### config.mk
export PLATFORM = sky130hd
export DESIGN_NAME = pipe1_rr_sched_flat
export DESIGN_NICKNAME = d
export VERILOG_FILES = /design/src/rtl/pipe1_rr_sched_pkg.sv /design/src/rtl/pipe1_rr_sched_if.sv /design/src/rtl/pipe1_rr_sched_dp_en.sv /design/src/rtl/pipe1_rr_sched.sv /design/src/flat_wrapper.sv
export SDC_FILE = /design/constraint.sdc
export NUM_CORES = 1
export LEC_CHECK = 0
export ABC_AREA = 1
export CORE_ASPECT_RATIO = 1.25
export CORE_UTILIZATION = 30
export CTS_CLUSTER_SIZE = 30
export DETAILED_ROUTE_END_ITERATION = 12
export PLACE_DENSITY = 0.58
export SLEW_MARGIN = 5
export SYNTH_ARGS = -nofsm -noshare
export SYNTH_HDL_FRONTEND = slang
export SYNTH_SLANG_ARGS = --single-unit
### constraint.sdc
create_clock -name clk -period 5.8 [get_ports clk]
set_input_delay 1.16 -clock clk [delete_from_list [all_inputs] [get_ports clk]]
set_output_delay 1.16 -clock clk [all_outputs]
set_load 0.02 [all_outputs]
### src/rtl/pipe1_rr_sched_pkg.sv
// Shared definitions for the round-robin scheduled 3-stage arithmetic pipeline:
// default operand width, requester limit, elaboration helper and stage-1 payload.
package pipe1_pkg;

    localparam int N_DEF    = 8;
    localparam int NREQ_MAX = 8;

    // Ceiling log2, used to size tags from a requester count.
    function automatic int clog2(input int value);
        int res;
        res = 0;
        for (int v = value - 1; v > 0; v = v >> 1) begin
            res++;
        end
        return res;
    endfunction

    localparam int TAG_MAX_W = clog2(NREQ_MAX);

    // Stage-1 payload: the two partial sums, the D operand carried forward to
    // the multiply, and the issuing requester index (widest possible tag).
    typedef struct packed {
        logic [N_DEF-1:0]     x1;
        logic [N_DEF-1:0]     x2;
        logic [N_DEF-1:0]     d;
        logic [TAG_MAX_W-1:0] tag;
    } stage_pay_t;

endpackage

### src/rtl/pipe1_rr_sched_if.sv
// Requester and result-consumer handshake bundle for pipe1_rr_sched.
// master: requester agents plus the consumer; slave: the scheduler.
interface pipe1_rr_sched_if #(
    parameter int N    = 8,
    parameter int NREQ = 4,
    parameter int TAGW = 2
);
    logic [NREQ-1:0]   req_valid;
    logic [NREQ-1:0]   req_ready;
    logic [NREQ*N-1:0] req_a;
    logic [NREQ*N-1:0] req_b;
    logic [NREQ*N-1:0] req_c;
    logic [NREQ*N-1:0] req_d;
    logic              out_valid;
    logic              out_ready;
    logic [N-1:0]      out_f;
    logic [TAGW-1:0]   out_tag;

    modport master (
        output req_valid, req_a, req_b, req_c, req_d, out_ready,
        input  req_ready, out_valid, out_f, out_tag
    );

    modport slave (
        input  req_valid, req_a, req_b, req_c, req_d, out_ready,
        output req_ready, out_valid, out_f, out_tag
    );
endinterface

### src/rtl/pipe1_rr_sched_dp_en.sv
// Three-stage arithmetic datapath with one shared enable.
// S1 holds x1/x2/D/tag, S2 holds x3=x1+x2 with D/tag, S3 holds F=x3*D with tag.
// Valid bits shift alongside; all arithmetic wraps modulo 2^N_DEF.
module pipe1_dp_en
    import pipe1_pkg::*;
(
    input  logic                 clk,
    input  logic                 rst,
    input  logic                 en,
    input  logic                 in_valid,
    input  stage_pay_t           in_pay,
    output logic                 v1,
    output logic                 v2,
    output logic                 v3,
    output logic [N_DEF-1:0]     f,
    output logic [TAG_MAX_W-1:0] tag
);

    stage_pay_t           s1;
    logic [N_DEF-1:0]     x3;
    logic [N_DEF-1:0]     d2;
    logic [TAG_MAX_W-1:0] tag2;

    // Whole pipe moves together on en; otherwise every stage holds.
    always_ff @(posedge clk) begin
        if (rst) begin
            v1   <= 1'b0;
            v2   <= 1'b0;
            v3   <= 1'b0;
            s1   <= '0;
            x3   <= '0;
            d2   <= '0;
            tag2 <= '0;
            f    <= '0;
            tag  <= '0;
        end else if (en) begin
            v1   <= in_valid;
            s1   <= in_pay;
            v2   <= v1;
            x3   <= s1.x1 + s1.x2;
            d2   <= s1.d;
            tag2 <= s1.tag;
            v3   <= v2;
            f    <= x3 * d2;
            tag  <= tag2;
        end
    end

endmodule

### src/rtl/pipe1_rr_sched.sv
// Round-robin scheduler feeding one shared 3-stage arithmetic pipeline.
// Arbitrates the requesters, issues at most one operand set per cycle, tags
// each item with its requester index and stalls the whole pipe on backpressure.
// Optional stall-cycle counter: define PIPE1_RR_SCHED_PERF_EN to build it;
// otherwise perf_cnt is tied to zero.
module pipe1_rr_sched
    import pipe1_pkg::*;
#(
    parameter int N    = N_DEF,
    parameter int NREQ = 4,
    parameter int TAGW = 2,
    parameter int CNTW = 16
) (
    input  logic             clk,
    input  logic             rst,
    pipe1_rr_sched_if.slave  bus,
    output logic             busy,
    output logic [CNTW-1:0]  perf_cnt
);

    if (TAGW != clog2(NREQ)) begin : g_tagw_chk
        $error("TAGW must equal clog2(NREQ)");
    end
    if (NREQ < 2 || NREQ > NREQ_MAX) begin : g_nreq_chk
        $error("NREQ must be in 2..NREQ_MAX");
    end
    if (N != N_DEF) begin : g_n_chk
        $error("N must match the stage payload width N_DEF");
    end

    logic [TAGW-1:0]      ptr;
    logic [TAGW-1:0]      gnt_idx;
    logic [TAGW-1:0]      cand_idx;
    logic                 gnt_found;
    logic                 advance;
    logic                 issue;
    int                   cand;
    logic [N-1:0]         a_sel, b_sel, c_sel, d_sel;
    stage_pay_t           pay;
    logic                 dp_v1, dp_v2, dp_v3;
    logic [TAG_MAX_W-1:0] dp_tag;
    logic                 unused_tag_hi;

    assign advance = !dp_v3 || bus.out_ready;
    assign issue   = advance && gnt_found;

    // First requesting index at or after ptr, wrapping modulo NREQ.
    always_comb begin
        gnt_found = 1'b0;
        gnt_idx   = '0;
        cand      = 0;
        cand_idx  = '0;
        for (int k = 0; k < NREQ; k++) begin
            cand = int'(ptr) + k;
            if (cand >= NREQ) begin
                cand = cand - NREQ;
            end
            cand_idx = TAGW'(cand);
            if (!gnt_found && bus.req_valid[cand_idx]) begin
                gnt_found = 1'b1;
                gnt_idx   = cand_idx;
            end
        end
    end

    // Accept strobe goes only to the granted requester, and only when the pipe moves.
    always_comb begin
        bus.req_ready = '0;
        if (issue) begin
            bus.req_ready[gnt_idx] = 1'b1;
        end
    end

    // Operand mux for the granted requester.
    always_comb begin
        a_sel = '0;
        b_sel = '0;
        c_sel = '0;
        d_sel = '0;
        for (int k = 0; k < NREQ; k++) begin
            if (gnt_idx == TAGW'(k)) begin
                a_sel = bus.req_a[k*N +: N];
                b_sel = bus.req_b[k*N +: N];
                c_sel = bus.req_c[k*N +: N];
                d_sel = bus.req_d[k*N +: N];
            end
        end
    end

    // Stage-1 payload is built here so the datapath sees ready-made partial sums.
    always_comb begin
        pay     = '0;
        pay.x1  = a_sel + b_sel;
        pay.x2  = c_sel - d_sel;
        pay.d   = d_sel;
        pay.tag = TAG_MAX_W'(gnt_idx);
    end

    // Pointer moves past the winner on each issue; holds on idle or stall.
    always_ff @(posedge clk) begin
        if (rst) begin
            ptr <= '0;
        end else if (issue) begin
            ptr <= (gnt_idx == TAGW'(NREQ - 1)) ? '0 : gnt_idx + TAGW'(1);
        end
    end

    pipe1_dp_en u_dp (
        .clk      (clk),
        .rst      (rst),
        .en       (advance),
        .in_valid (gnt_found),
        .in_pay   (pay),
        .v1       (dp_v1),
        .v2       (dp_v2),
        .v3       (dp_v3),
        .f        (bus.out_f),
        .tag      (dp_tag)
    );

    assign bus.out_valid = dp_v3;
    assign bus.out_tag   = dp_tag[TAGW-1:0];
    // Tag bits above TAGW are always zero for this NREQ.
    assign unused_tag_hi = ^(dp_tag >> TAGW);
    assign busy          = dp_v1 || dp_v2 || dp_v3 || (|bus.req_valid);

`ifdef PIPE1_RR_SCHED_PERF_EN
    logic [CNTW-1:0] stall_cnt;

    // Count cycles where a result waits on the consumer; saturates at all-ones.
    always_ff @(posedge clk) begin
        if (rst) begin
            stall_cnt <= '0;
        end else if (dp_v3 && !bus.out_ready && (stall_cnt != '1)) begin
            stall_cnt <= stall_cnt + CNTW'(1);
        end
    end

    assign perf_cnt = stall_cnt;
`else
    assign perf_cnt = '0;
`endif

endmodule
### src/flat_wrapper.sv
// flat-port wrapper written by rule: the top's interface ports become plain ports
module pipe1_rr_sched_flat import pipe1_pkg::*;
#(
    parameter int N    = N_DEF,
    parameter int NREQ = 4,
    parameter int TAGW = 2,
    parameter int CNTW = 16
)
  (clk, rst, busy, perf_cnt, bus_req_valid, bus_req_a, bus_req_b, bus_req_c, bus_req_d, bus_out_ready, bus_req_ready, bus_out_valid, bus_out_f, bus_out_tag);
  pipe1_rr_sched_if #(.N(N), .NREQ(NREQ), .TAGW(TAGW)) bus_i ();
  input  logic clk;
  input  logic rst;
  output logic busy;
  output logic [CNTW-1:0] perf_cnt;
  input wire logic [$bits(bus_i.req_valid)-1:0] bus_req_valid;
  input wire logic [$bits(bus_i.req_a)-1:0] bus_req_a;
  input wire logic [$bits(bus_i.req_b)-1:0] bus_req_b;
  input wire logic [$bits(bus_i.req_c)-1:0] bus_req_c;
  input wire logic [$bits(bus_i.req_d)-1:0] bus_req_d;
  input wire logic [$bits(bus_i.out_ready)-1:0] bus_out_ready;
  output wire logic [$bits(bus_i.req_ready)-1:0] bus_req_ready;
  output wire logic [$bits(bus_i.out_valid)-1:0] bus_out_valid;
  output wire logic [$bits(bus_i.out_f)-1:0] bus_out_f;
  output wire logic [$bits(bus_i.out_tag)-1:0] bus_out_tag;
  assign bus_i.req_valid = bus_req_valid;
  assign bus_i.req_a = bus_req_a;
  assign bus_i.req_b = bus_req_b;
  assign bus_i.req_c = bus_req_c;
  assign bus_i.req_d = bus_req_d;
  assign bus_i.out_ready = bus_out_ready;
  assign bus_req_ready = bus_i.req_ready;
  assign bus_out_valid = bus_i.out_valid;
  assign bus_out_f = bus_i.out_f;
  assign bus_out_tag = bus_i.out_tag;
  pipe1_rr_sched #(.N(N), .NREQ(NREQ), .TAGW(TAGW), .CNTW(CNTW)) u_core (.clk(clk), .rst(rst), .bus(bus_i), .busy(busy), .perf_cnt(perf_cnt));
endmodule
## Word-level counts from Yosys, hierarchy flattened

Index checks and enable logic that the tools add are counted.

| word-level totals | value |
|---|---|
| bits of input ports | 135 |
| flip-flop bits (word level) | 59 |
| logic and storage cells | 93 |

| cells by class | value |
|---|---|
| multiplexer cells | 40 |
| reductions and logical operators | 15 |
| $add $sub $neg | 11 |
| magnitude comparators | 10 |
| equal/unequal tests | 3 |
| multiply operators | 1 |

Operators by type and width:

| cell | number |
|---|---|
| two-way mux 8 bit | 16 |
| two-way mux 2 bit | 9 |
| adder 8 bit | 2 |
| less-than comparator 2 x 3 -> 1 bit, second input constant | 5 |
| greater-or-equal comparator 3 bit, second input constant | 3 |
| two-way mux 1 bit | 9 |
| binary-select mux 1 bit (select 2 bit) | 4 |
| multiplier 8 x 8 -> 8 bit | 1 |
| subtractor 2 x 1 -> 2 bit, second input constant | 4 |
| subtractor 8 bit | 1 |
| adder 2 x 2 -> 3 bit, second input constant | 2 |
| logical AND 1 bit | 5 |
| == test 2 bit, second input constant | 2 |
| logical NOT 1 bit | 4 |
| logical OR 1 bit | 4 |
| two-way mux 4 bit | 1 |
| OR reduction 4 bit | 1 |
| adder 2 x 1 -> 3 bit, second input constant | 1 |
| greater-or-equal comparator 2 x 3 -> 1 bit, second input constant | 1 |
| adder 2 x 1 -> 2 bit, second input constant | 1 |
| demux 1 bit (select 2 bit) | 1 |
| == test 2 x 1 -> 1 bit, second input constant | 1 |
| greater-or-equal comparator 2 x 1 -> 1 bit, second input constant | 1 |
| logical NOT 2 bit | 1 |

## Logic depth before layout (Yosys ltp)

| depth | value |
|---|---|
| depth after elaboration | 20 |
| gate-level depth with buffers | 30 |
| gate-level depth less buffers | 29 |

## Cells and area by module

From an unflattened synthesis, not the netlist that was laid out.

| second synthesis, totals | value |
|---|---|
| cells, all modules | 878 |
| area total of the unflattened synthesis | 5650.4 um^2 |

By module, submodules not included:

| module | sequential area each (um^2) | times used | area each (um^2) | cells each |
|---|---|---|---|---|
| pipe1_dp_en | 1201.2 | 1 | 3443.3 | 480 |
| pipe1_rr_sched | 40.0 | 1 | 2207.1 | 398 |

## Worst setup path after synthesis

OpenSTA, ideal clock, no wires.

| timing | value |
|---|---|
| path kind | input port to flip-flop |
| from | input port bus_req_valid[3] |
| to | register u_core.u_dp.s1[17] (netlist bit) |
| cell stages on the path | 23 |
| arrival time | 4378 ps |
| library setup time | 114 ps |
| required time | 5686 ps |
| path buffers | 3 |
| slack | 1308 ps |
| cell sequence | inv_1 o21ai_0 nand2_1 o21ai_2 nor2_4 nand2_1 nand3_1 nand2_2 inv_1 ha_1 buf_2 inv_1 buf_2 buf_1 o21ai_0 ha_1 fa_1 o21ai_0 a21oi_1 o21bai_1 nor2_1 o21bai_1 inv_1 |

| on the way | value |
|---|---|
| word-level cells in the longest chain between the ends | 18 |
| elaborated cells between the ends (all ways) | 34 |
| those cells by class | add/sub (1); eq/ne (3); mux (23); reduce/logical (7) |

Ends and longest elaborated chain:

| element | RTL line | text |
|---|---|---|
| start: declaration | flat_wrapper.sv:15 | `input wire logic [$bits(bus_i.req_valid)-1:0] bus_req_valid;` |
| binary-select mux 1 bit (select 2 bit) | pipe1_rr_sched.sv:59 | `if (!gnt_found && bus.req_valid[cand_idx]) begin` |
| two-way mux 1 bit (not written as such) | pipe1_rr_sched.sv:59 |  |
| two-way mux 1 bit | pipe1_rr_sched.sv:59 |  |
| logical NOT 1 bit | pipe1_rr_sched.sv:59 |  |
| logical AND 1 bit | pipe1_rr_sched.sv:59 |  |
| two-way mux 1 bit | pipe1_rr_sched.sv:59 |  |
| logical NOT 1 bit | pipe1_rr_sched.sv:59 |  |
| logical AND 1 bit | pipe1_rr_sched.sv:59 |  |
| two-way mux 1 bit | pipe1_rr_sched.sv:59 |  |
| logical NOT 1 bit | pipe1_rr_sched.sv:59 |  |
| logical AND 1 bit | pipe1_rr_sched.sv:59 |  |
| two-way mux 2 bit (*) | pipe1_rr_sched.sv:59 |  |
| net u_core.gnt_idx[0] | pipe1_rr_sched.sv:32 | `logic [TAGW-1:0] gnt_idx;` |
| logical NOT 2 bit | pipe1_rr_sched.sv:81 | `if (gnt_idx == TAGW'(k)) begin` |
| two-way mux 8 bit (4 in a row) | pipe1_rr_sched.sv:81 |  |
| subtractor 8 bit (*) | pipe1_rr_sched.sv:94 | `pay.x2 = c_sel - d_sel;` |
| end signal: assignment | pipe1_rr_sched_dp_en.sv:38 | `s1 <= in_pay;` |
| end: declaration | pipe1_rr_sched_dp_en.sv:19 | `stage_pay_t s1;` |

Mark *: on every way through the listed nets, which the timed path passes. The rest lies on a longest branch. The select of a mux whose other input is x is not followed.
A chain may end at the register's enable or synchronous reset.

## Worst setup path in the final report

| timing | value |
|---|---|
| from | input port bus_req_valid[3] |
| to | output port bus_req_ready[1] |

| on the way | value |
|---|---|
| word-level cells in the longest chain between the ends | 17 |
| elaborated cells between the ends (all ways) | 29 |
| those cells by class | order compare (2); mux (19); reduce/logical (8) |

Ends and longest elaborated chain:

| element | RTL line | text |
|---|---|---|
| binary-select mux 1 bit (select 2 bit) | pipe1_rr_sched.sv:59 |  |
| two-way mux 1 bit (not written as such) | pipe1_rr_sched.sv:59 |  |
| two-way mux 1 bit | pipe1_rr_sched.sv:59 |  |
| logical NOT 1 bit | pipe1_rr_sched.sv:59 |  |
| logical AND 1 bit | pipe1_rr_sched.sv:59 |  |
| two-way mux 1 bit | pipe1_rr_sched.sv:59 |  |
| logical NOT 1 bit | pipe1_rr_sched.sv:59 |  |
| logical AND 1 bit | pipe1_rr_sched.sv:59 |  |
| [2 not listed] | - |  |
| logical AND 1 bit | pipe1_rr_sched.sv:59 |  |
| two-way mux 2 bit (*) | pipe1_rr_sched.sv:59 |  |
| net u_core.gnt_idx[1] | pipe1_rr_sched.sv:32 |  |
| less-than comparator 2 x 3 -> 1 bit (not written as such) / greater-or-equal comparator 2 x 1 -> 1 bit (equally long branches) | pipe1_rr_sched.sv:70 | `bus.req_ready[gnt_idx] = 1'b1;` |
| logical AND 1 bit (not written as such) | pipe1_rr_sched.sv:70 |  |
| two-way mux 1 bit (not written as such) | pipe1_rr_sched.sv:70 |  |
| demux 1 bit (select 2 bit) (*) | - |  |
| two-way mux 4 bit (*) | pipe1_rr_sched.sv:69 | `if (issue) begin` |
| end: declaration | flat_wrapper.sv:21 | `output wire logic [$bits(bus_i.req_ready)-1:0] bus_req_ready;` |

Marked as above.

==> impl_metrics.ini <==
[run_status]
status = finished clean

[clock_network]
clock_latency_ns = 0.32
h-tree-depth = 3
cts_setup_buffers = 0
cts_inserted_buffers = 9
ctsHoldBuffers = 0
cts_tree = built
cts_max_path_buffers = 2
cts_sinks = 59
root_buffer = clkbuf_16
clk_pin_slew_ns = 0.05
ctsResizeCount = 0

[timing]
fin_setup_tns_ns = 0
setup_viol = 0
rsz0062_at_grt = false
hold_viol_final = 0
fmax_mhz = 196
period_needed_ns = 5.10
relSlewSlack_pct = 52.8
period_share_pct = 87.9
clock_skew_ns = 0.00363
final_max_slew_viol_count = 0
tightest_slew_ns = 0.700

[worst_setup_path]
crit_slowest_cell = clkdlybuf4s50_1
reg2reg_to = u_core.u_dp.s1[25]$_SDFFE_PP0P_
regToRegStartpoint = u_core.ptr[0]$_SDFFE_PP0P_
cp_data_required_time_ns = 4.64
worstSetupStartpointType = primary input
worstPathArrival_ns = 3.94
r2r_slack_ns = 1.64
cp_common_cell = inv_1
crit_path_cell_trace = clkdlybuf4s50_1 > inv_1 > o21ai_0 > nand2_1 > o21ai_2 > nor2_4 > nand3_1 > nand3_1 > inv_1 > ha_1 > buf_4 > inv_1 > nor2_1 > clkdlybuf4s50_1
max_stage_delay_ns = 0.61
cp_max_fo = 32
crit_type = primary input to primary output
reg2regPathDepth = 26
critPathCaptureType = primary output

[min_path]
min_path_cells = 2
hp-class = flop to flop
holdCritStartpoint = u_core.u_dp.v1$_SDFFE_PP0P_
whs_endpoint = u_core.u_dp.v1$_SDFFE_PP0P_

[detailed_routing]
vias = 5386
remaining_drc_errors = 0
routed_via_density = 4.62
drt_iter0_drc = 265
wire_per_inst_um = 12.9
antenna_left = 0
first_pass_iters = 4
drt-total-wl_um = 15000

[cells_and_area]
nets = 1131
drive_gt1_share_pct = 4.04
n_antenna_cell = 0
synthToLayoutAreaGrowth_pct = 35.0
fin_util_pct = 41.2

[global_routing]
overflow = 0
antenna_found_initial = 0
grt_pass1_wl_um = 24200
grt_use_total_pct = 16.7
grt_max_degree = 64
grt_pass1_vias = 5036

[synthesis]
ys_seq_area_share_pct = 22.2
synth_area_per_cell_um2 = 6.56
synth_area_um2 = 5320
ys_warn_count = 0
ys_ff_latch = 59
yosys.area.top_type = dfxtp_1
synth_top_area_share_pct = 22.2
synth_cell_type_count = 36
syn-instance-count = 812
synth_area_leaders = dfxtp_1, nand2_1, ha_1

[die]
ioPinCount = 167
start_util_pct = 30.5
die_area_um2 = 18300
num_rows = 54
die_h_um = 151
die_w_um = 121
core_area_um2 = 17400

[placement]
routabilityCongestion = 0.832
dp_hpwl_um = 12200
numPortBuffers = 150

[flow_run]
drv_cap = 0
==> placed cells by master (no fill, tap or decap), types with 2 or more instances in the layout <==
| cell type | Yosys | layout |
|---|---|---|
| buf_4 | 16 | 10 |
| conb_1 | 1 | 16 |
| a22oi_1 | 26 | 26 |
| xnor2_1 | 2 | 2 |
| a21oi_1 | 58 | 58 |
| clkdlybuf4s50_1 | 0 | 150 |
| nor3_1 | 2 | 2 |
| o211ai_1 | 13 | 13 |
| clkbuf_16 | 0 | 9 |
| inv_1 | 123 | 122 |
| fa_1 | 15 | 15 |
| o21ai_0 | 78 | 78 |
| inv_2 | 3 | 4 |
| o21ai_2 | 4 | 4 |
| clkbuf_8 | 0 | 2 |
| o31ai_1 | 5 | 5 |
| dfxtp_1 | 59 | 59 |
| nand2_2 | 2 | 2 |
| a221oi_1 | 5 | 5 |
| or2_2 | 4 | 4 |
| ha_1 | 41 | 41 |
| nor2_2 | 1 | 2 |
| nor2_1 | 78 | 77 |
| nand4_1 | 5 | 5 |
| xor2_1 | 16 | 16 |
| a21o_1 | 4 | 4 |
| nand3_1 | 32 | 32 |
| nand2_1 | 160 | 160 |
| o21bai_1 | 12 | 12 |
==> worst max-delay path: cells and delay by family <==
kind / cells / cell delay, ns
fa+ha+maj: 1 / 0.18
simple gates: 5 / 0.53
compound gates: 2 / 0.39
buf+inv: 6 / 1.65
==> logic make-up (layout without fill, tap and decap cells) <==
logic type | after synthesis | count (layout) | share of synthesized area, %
XOR/XNOR | 18 | 18 | 2.96
other | 1 | 16 | 0.0704
flip-flops | 59 | 59 | 22.2
buffers and inverters | 184 | 298 | 14.7
AND/OR/NAND/NOR | 287 | 287 | 21.9
adder cells (fa/ha/maj) | 56 | 56 | 15.3
AO/OA/AOI/OAI | 207 | 207 | 23.0
==> state kept, by name (all words and copies together), names as in the netlist, 2 cells and up <==
name              count
u_core.u_dp.s1       26
u_core.u_dp.d2        8
u_core.u_dp.tag2      2
u_core.u_dp.tag       2
u_core.u_dp.x3        8
u_core.ptr            2
u_core.u_dp.f         8
==> cell usage after synthesis, drive strengths merged <==
master,n
fa,15
or2,4
nand3,32
nand2,162
o31ai,5
conb,1
a21o,4
nor2,80
a221oi,5
clkbuf,22
and3,1
a22oi,26
inv,126
a211oi,1
xor2,16
nor3,2
nand3b,1
o211ai,13
ha,41
o21bai,12
buf,36
a21oi,58
dfxtp,59
nand4,5
xnor2,2
o21ai,83
==> worst max path at each step <==
stage / startpoint / endpoint / slack, ns / depth (start not counted)
detailed placement: bus_req_valid[3] / u_core.u_dp.s1[25]$_SDFFE_PP0P_ / 0.54 / 28
finish: bus_req_valid[3] / bus_req_ready[1] / 0.70 / 14
floorplan: bus_req_valid[3] / u_core.u_dp.s1[17]$_SDFFE_PP0P_ / 1.31 / 23
global route: bus_req_valid[3] / bus_req_ready[3] / 0.48 / 14
CTS: bus_req_valid[3] / bus_req_ready[1] / 0.68 / 14
global placement: bus_req_valid[3] / u_core.u_dp.s1[25]$_SDFFE_PP0P_ / 0.66 / 28
==> per-stage QoR <==
stage	instance area [um^2]	std cells	hold WS, ns	worst slack (ns)
after floorplan	5380	827	0.444	1.31
after global placement	6930	1153	0.456	0.661
after detailed placement	6930	1153	0.470	0.536
after CTS	7190	1165	0.478	0.683
after global routing	7190	1165	0.503	0.483
final	7190	1165	0.479	0.703
==> layer usage <==
layer / global-route usage [%] / wire length (um) / share of wire, %
met3: 3.61 / 1020 / 6.8
met4: 7.16 / 391 / 2.6
met1: 19.4 / 6550 / 44
met2: 29.4 / 7070 / 47
met5: 0 / 0 / 0
==> area by class of cell <==
class                   instances  area, um^2
well taps                     224         280
clock buffers                  12         256
multi-input cells             584        3420
repair buffers                160        1580
flip-flops and latches         59        1180
inverters                     126         473
fillers                      1897       10200
Power is not shown: default switching activity piles up to over one toggle a cycle in this logic, so the estimate is an artifact.
